## config.mk

```make
export PLATFORM = sky130hd
export DESIGN_NAME = maxpool2x2
export DESIGN_NICKNAME = d
export VERILOG_FILES = /design/src/rtl/maxpool2x2.sv
export SDC_FILE = /design/constraint.sdc
export NUM_CORES = 1
export LEC_CHECK = 0
export CAP_MARGIN = 20
export CORE_UTILIZATION = 55
export DETAILED_ROUTE_END_ITERATION = 6
export DONT_BUFFER_PORTS = 1
export GPL_ROUTABILITY_DRIVEN = 1
export HOLD_SLACK_MARGIN = 0.08
export PLACE_DENSITY = 0.77
export SYNTH_ARGS = -nofsm -noshare
export SYNTH_HDL_FRONTEND = slang
export SYNTH_SLANG_ARGS = --single-unit
```

## constraint.sdc

```tcl
create_clock -name clk -period 4.6 [get_ports clk]
set_input_delay 0.92 -clock clk [delete_from_list [all_inputs] [get_ports clk]]
set_output_delay 0.92 -clock clk [all_outputs]
set_load 0.01 [all_outputs]
```

## src/rtl/maxpool2x2.sv

```systemverilog
// 2x2 / stride-2 max pooling over one feature-map channel, streaming, no stall path.
// Optional MAXPOOL_RELU_EN fuses a ReLU into the output register stage.
module maxpool2x2 #(
    parameter int unsigned DATA_WIDTH = 24,
    parameter int unsigned IMG_WIDTH  = 10,
    parameter int unsigned IMG_HEIGHT = 10
) (
    input  logic                  clk,
    input  logic                  rst,
    input  logic [DATA_WIDTH-1:0] data_in,
    input  logic                  valid_in,
    output logic [DATA_WIDTH-1:0] data_out,
    output logic                  valid_out,
    output logic                  frame_done
);

    localparam int unsigned HALF_W = IMG_WIDTH / 2;
    localparam int unsigned HALF_H = IMG_HEIGHT / 2;
    localparam int unsigned COL_W  = (IMG_WIDTH > 1) ? $clog2(IMG_WIDTH) : 1;
    localparam int unsigned ROW_W  = (IMG_HEIGHT > 1) ? $clog2(IMG_HEIGHT) : 1;
    localparam int unsigned IDX_W  = (HALF_W > 1) ? $clog2(HALF_W) : 1;
    localparam bit          H_ODD  = (IMG_HEIGHT % 2) == 1;

    logic [COL_W-1:0]             r_col;
    logic [ROW_W-1:0]             r_row;
    logic signed [DATA_WIDTH-1:0] r_hold;
    logic signed [DATA_WIDTH-1:0] r_linebuf [HALF_W];

    logic                         w_col_last;
    logic                         w_row_last;
    logic                         w_row_used;
    logic [IDX_W-1:0]             w_idx;
    logic signed [DATA_WIDTH-1:0] w_din;
    logic signed [DATA_WIDTH-1:0] w_hmax;
    logic signed [DATA_WIDTH-1:0] w_lb_rd;
    logic signed [DATA_WIDTH-1:0] w_pool;
    logic signed [DATA_WIDTH-1:0] w_result;
    logic                         w_lb_wr;
    logic                         w_out_fire;
    logic                         w_last_win;

    // Window position decode and signed max datapath.
    always_comb begin
        w_col_last = (r_col == COL_W'(IMG_WIDTH - 1));
        w_row_last = (r_row == ROW_W'(IMG_HEIGHT - 1));
        w_row_used = !(H_ODD && w_row_last);
        w_idx      = IDX_W'(r_col >> 1);
        w_din      = data_in;
        w_hmax     = (w_din > r_hold) ? w_din : r_hold;
        w_lb_rd    = r_linebuf[w_idx];
        w_pool     = (w_lb_rd > w_hmax) ? w_lb_rd : w_hmax;
`ifdef MAXPOOL_RELU_EN
        w_result   = w_pool[DATA_WIDTH-1] ? '0 : w_pool;
`else
        w_result   = w_pool;
`endif
        w_lb_wr    = valid_in && r_col[0] && !r_row[0] && w_row_used;
        w_out_fire = valid_in && r_col[0] && r_row[0];
        w_last_win = (r_col == COL_W'(2 * HALF_W - 1)) && (r_row == ROW_W'(2 * HALF_H - 1));
    end

    // Raster counters, left pixel hold and half-row buffer of horizontal maxima.
    always_ff @(posedge clk or negedge rst) begin
        if (!rst) begin
            r_col  <= '0;
            r_row  <= '0;
            r_hold <= '0;
            for (int i = 0; i < int'(HALF_W); i++) begin
                r_linebuf[i] <= '0;
            end
        end else if (valid_in) begin
            if (w_col_last) begin
                r_col <= '0;
                r_row <= w_row_last ? '0 : r_row + ROW_W'(1);
            end else begin
                r_col <= r_col + COL_W'(1);
            end
            if (!r_col[0]) begin
                r_hold <= w_din;
            end
            if (w_lb_wr) begin
                r_linebuf[w_idx] <= w_hmax;
            end
        end
    end

    // Registered outputs; data_out holds between pooled pixels.
    always_ff @(posedge clk or negedge rst) begin
        if (!rst) begin
            data_out   <= '0;
            valid_out  <= 1'b0;
            frame_done <= 1'b0;
        end else begin
            valid_out  <= w_out_fire;
            frame_done <= w_out_fire && w_last_win;
            if (w_out_fire) begin
                data_out <= w_result;
            end
        end
    end

endmodule
```

==> flow_metrics.py <==
metrics = {
    "synth": {
        "synth_edf_count": 0,
        "yosys.area.top_type_share": 0.433,
        "synthArstFlopShare": 1.00,
        "synthCells": 1131,
        "synth_nets": 1206,
        "syn_area_um2": 10300,
        "yosysSeqAreaShare": 0.433,
        "synth_area_leaders": "dfrtp_1, nand2_1, ha_1",
        "synth.avg_cell_area_um2": 9.09,
        "yosys_warnings": 0,
        "synth_flop_cell": "dfrtp_1",
        "yosysTopAreaCell": "dfrtp_1",
        "synth.distinct_cells": 53,
        "ys_ff_latch": 178,
    },
    "setup_path": {
        "crit_required_ns": 4.96,
        "cp-start-kind": "flop",
        "cp.arrival_ns": 4.67,
        "cp-end-kind": "flop",
        "r2r-start": "r_hold[23]",
        "worst-r2r-cell-count": 19,
        "criticalPathCategory": "reg -> reg",
        "r2r_slack_ns": 0.30,
        "worstPathMaxFanout": 10,
        "r2r-end": "data_out[1]",
    },
    "run_status": {
        "status": "complete, no violations",
    },
    "run": {
        "drv_cap": 0,
    },
    "placed_design": {
        "io_buffer_count": 0,
        "dp_hpwl_um": 17800,
        "place_area_um2": 10800,
        "gp_congestion": 0.903,
    },
    "routing": {
        "routedWlPerCell_um": 18.3,
        "drc": 0,
        "drtIter0Drc": 581,
        "drt_first_pass_iters": 5,
        "routed_via_density": 6.10,
        "final_antenna_net_count": 0,
        "via_count": 8373,
        "wl_um": 25100,
    },
    "power_and_ir_drop": {
        "vdd_drop_max_mv": 0.545,
        "power_per_cell_area_nw_per_um2": 826,
        "p_leak_uw": 0.00506,
        "fin_total_pwr_uw": 9440,
    },
    "global_route": {
        "grt_pass1_vias": 8374,
        "grt_pass1_wl_um": 42400,
        "antenna_found_initial": 0,
        "track_usage": 0.277,
        "grt_start_max_net_pins": 179,
        "grt.overflow.total": 0,
    },
    "layout": {
        "final_nets": 1206,
        "diodes": 0,
        "final_cell_mix": "nand2_1, dfrtp_1, o21ai_0",
        "fillers": 1471,
        "seqCellArea_um2": 4460,
        "multi_input_area_um2": 5390,
        "area_growth_pct": 11.1,
        "drive_gt1_frac": 0.169,
        "final_common_cell": "nand2_1",
        "fin_area_um2": 11400,
    },
    "timing": {
        "hold_viol_final": 0,
        "setup_violations": 0,
        "post-route-period-util": 0.935,
        "finClkSkew_ns": 0.0104,
        "maxSlewViolCount": 0,
        "fmax_mhz": 232,
        "max_slew_margin": 0.318,
        "rsz0062_at_grt": "false",
        "tns_ns": 0,
        "finalCriticalPeriod_ns": 4.30,
        "worst_pin_slew_ns": 1.02,
    },
    "cts": {
        "clock-sinks": 178,
        "cts_buffers": 17,
        "clk_pin_slew_ns": 0.07,
        "post-cts-setup-buffers": 0,
        "insertion_delay_ns": 0.44,
        "clk_path_buf_depth": 2,
        "holdBufCountCts": 0,
        "post_cts_resized": 0,
        "cts-root-buf": "clkbuf_16",
        "cts.htree.levels": 4,
        "tritoncts": "yes",
    },
    "floorplanning": {
        "core_area_um2": 18100,
        "rows": 49,
        "ios": 53,
        "die_w_um": 139,
        "initial_utilization": 0.567,
        "dieArea_um2": 19200,
        "dieHeight_um": 139,
    },
    "worst_hold_path": {
        "min_path_type": "in -> async",
    },
}
[cells by family (layout without fill, tap and decap cells)]
family,after synthesis,in the layout,share of synthesized area
mux,30,30,0.0397
xor+xnor,4,4,0.00341
buf+inv,118,131,0.0535
compound gates,314,314,0.196
fa+ha+maj,48,48,0.0584
simple gates,439,439,0.216
flops,178,178,0.433
[cell type report]
cell class / instances / share of cell area
Inverter: 30 / 0.00986
Multi-Input combinational cell: 835 / 0.472
Clock buffer: 18 / 0.0376
Timing Repair Buffer: 69 / 0.0519
Tap cell: 229 / 0.0251
Sequential cell: 178 / 0.390
Clock inverter: 14 / 0.0137
[where the power goes]
part           internal, uW  leakage (uW)  switching (uW)  total, uW
clock                   809      0.000284             645       1450
sequential             2220       0.00227             504       2730
combinational          2200       0.00250            3060       5260
total                  5230       0.00506            4210       9440
[Yosys cell counts, types with 8 or more instances]
cell and number:
nand2_1 196, dfrtp_1 178, o21ai_0 116, a21oi_1 81, clkbuf_1 67, nand3_1 58, nor2_1 50, ha_1 48
inv_1 29, nor3_1 26, o21ai_1 24, nand2b_1 22, nand4b_1 20, nor3_2 20, o211ai_2 20, a22oi_1 17
mux2i_1 16, o221ai_2 13, o22ai_1 13, and3_1 10, nand4_1 10, nor2b_1 9, mux4_2 8
[metal layers]
metal | vias to the layer above | wire [um] | share of wire | global-route usage
li1 | 4037 | - | - | -
met1 | 4047 | 10900 | 0.43 | 0.360
met2 | 244 | 12100 | 0.48 | 0.464
met3 | 45 | 1440 | 0.057 | 0.0501
met4 | 0 | 726 | 0.029 | 0.109
met5 | - | 0 | 0 | 0
[critical path, stage by stage (launching register included)]
cell and delay [ns]:
dfrtp_1 0.41, inv_1 0.09, ha_2 0.32, a21oi_1 0.16
o21ai_0 0.11, a21oi_1 0.32, and2_1 0.39, buf_4 0.24
a21oi_1 0.07, nor3_2 0.22, ha_1 0.29, a21oi_1 0.15
o21ai_0 0.12, a221oi_2 0.31, a31oi_1 0.17, a311oi_4 0.32
buf_4 0.20, buf_12 0.12, nand3_1 0.11, o211ai_2 0.10
[flip-flops by register name (all words and copies together), names as in the netlist]
name / cells
valid_out: 1
r_row: 4
frame_done: 1
data_out: 24
r_col: 4
r_linebuf: 120
r_hold: 24
[through the flow]
step | hold slack [ns] | cells | setup WS (ns) | util
global placement | 0.458 | 1341 | 0.0308 | 0.597
floorplan | 0.445 | 1131 | 0.000524 | -
detailed placement | 0.469 | 1341 | -0.130 | 0.597
global route | 0.162 | 1373 | 0.0464 | 0.629
finish | 0.168 | 1373 | 0.298 | 0.629
CTS | 0.166 | 1373 | 0.322 | 0.629
[how the worst max path moves through the flow]
stage	to	slack, ns	from
final	data_out[1]	0.30	r_hold[23]
after CTS	data_out[1]	0.32	r_hold[23]
after detailed placement	data_out[23]	-0.13	data_in[21]
after floorplan	data_out[23]	0.0005	data_in[23]
after global routing	data_out[1]	0.05	r_hold[23]
after global placement	data_out[0]	0.03	data_in[9]
(Power assumes the default switching activity.)
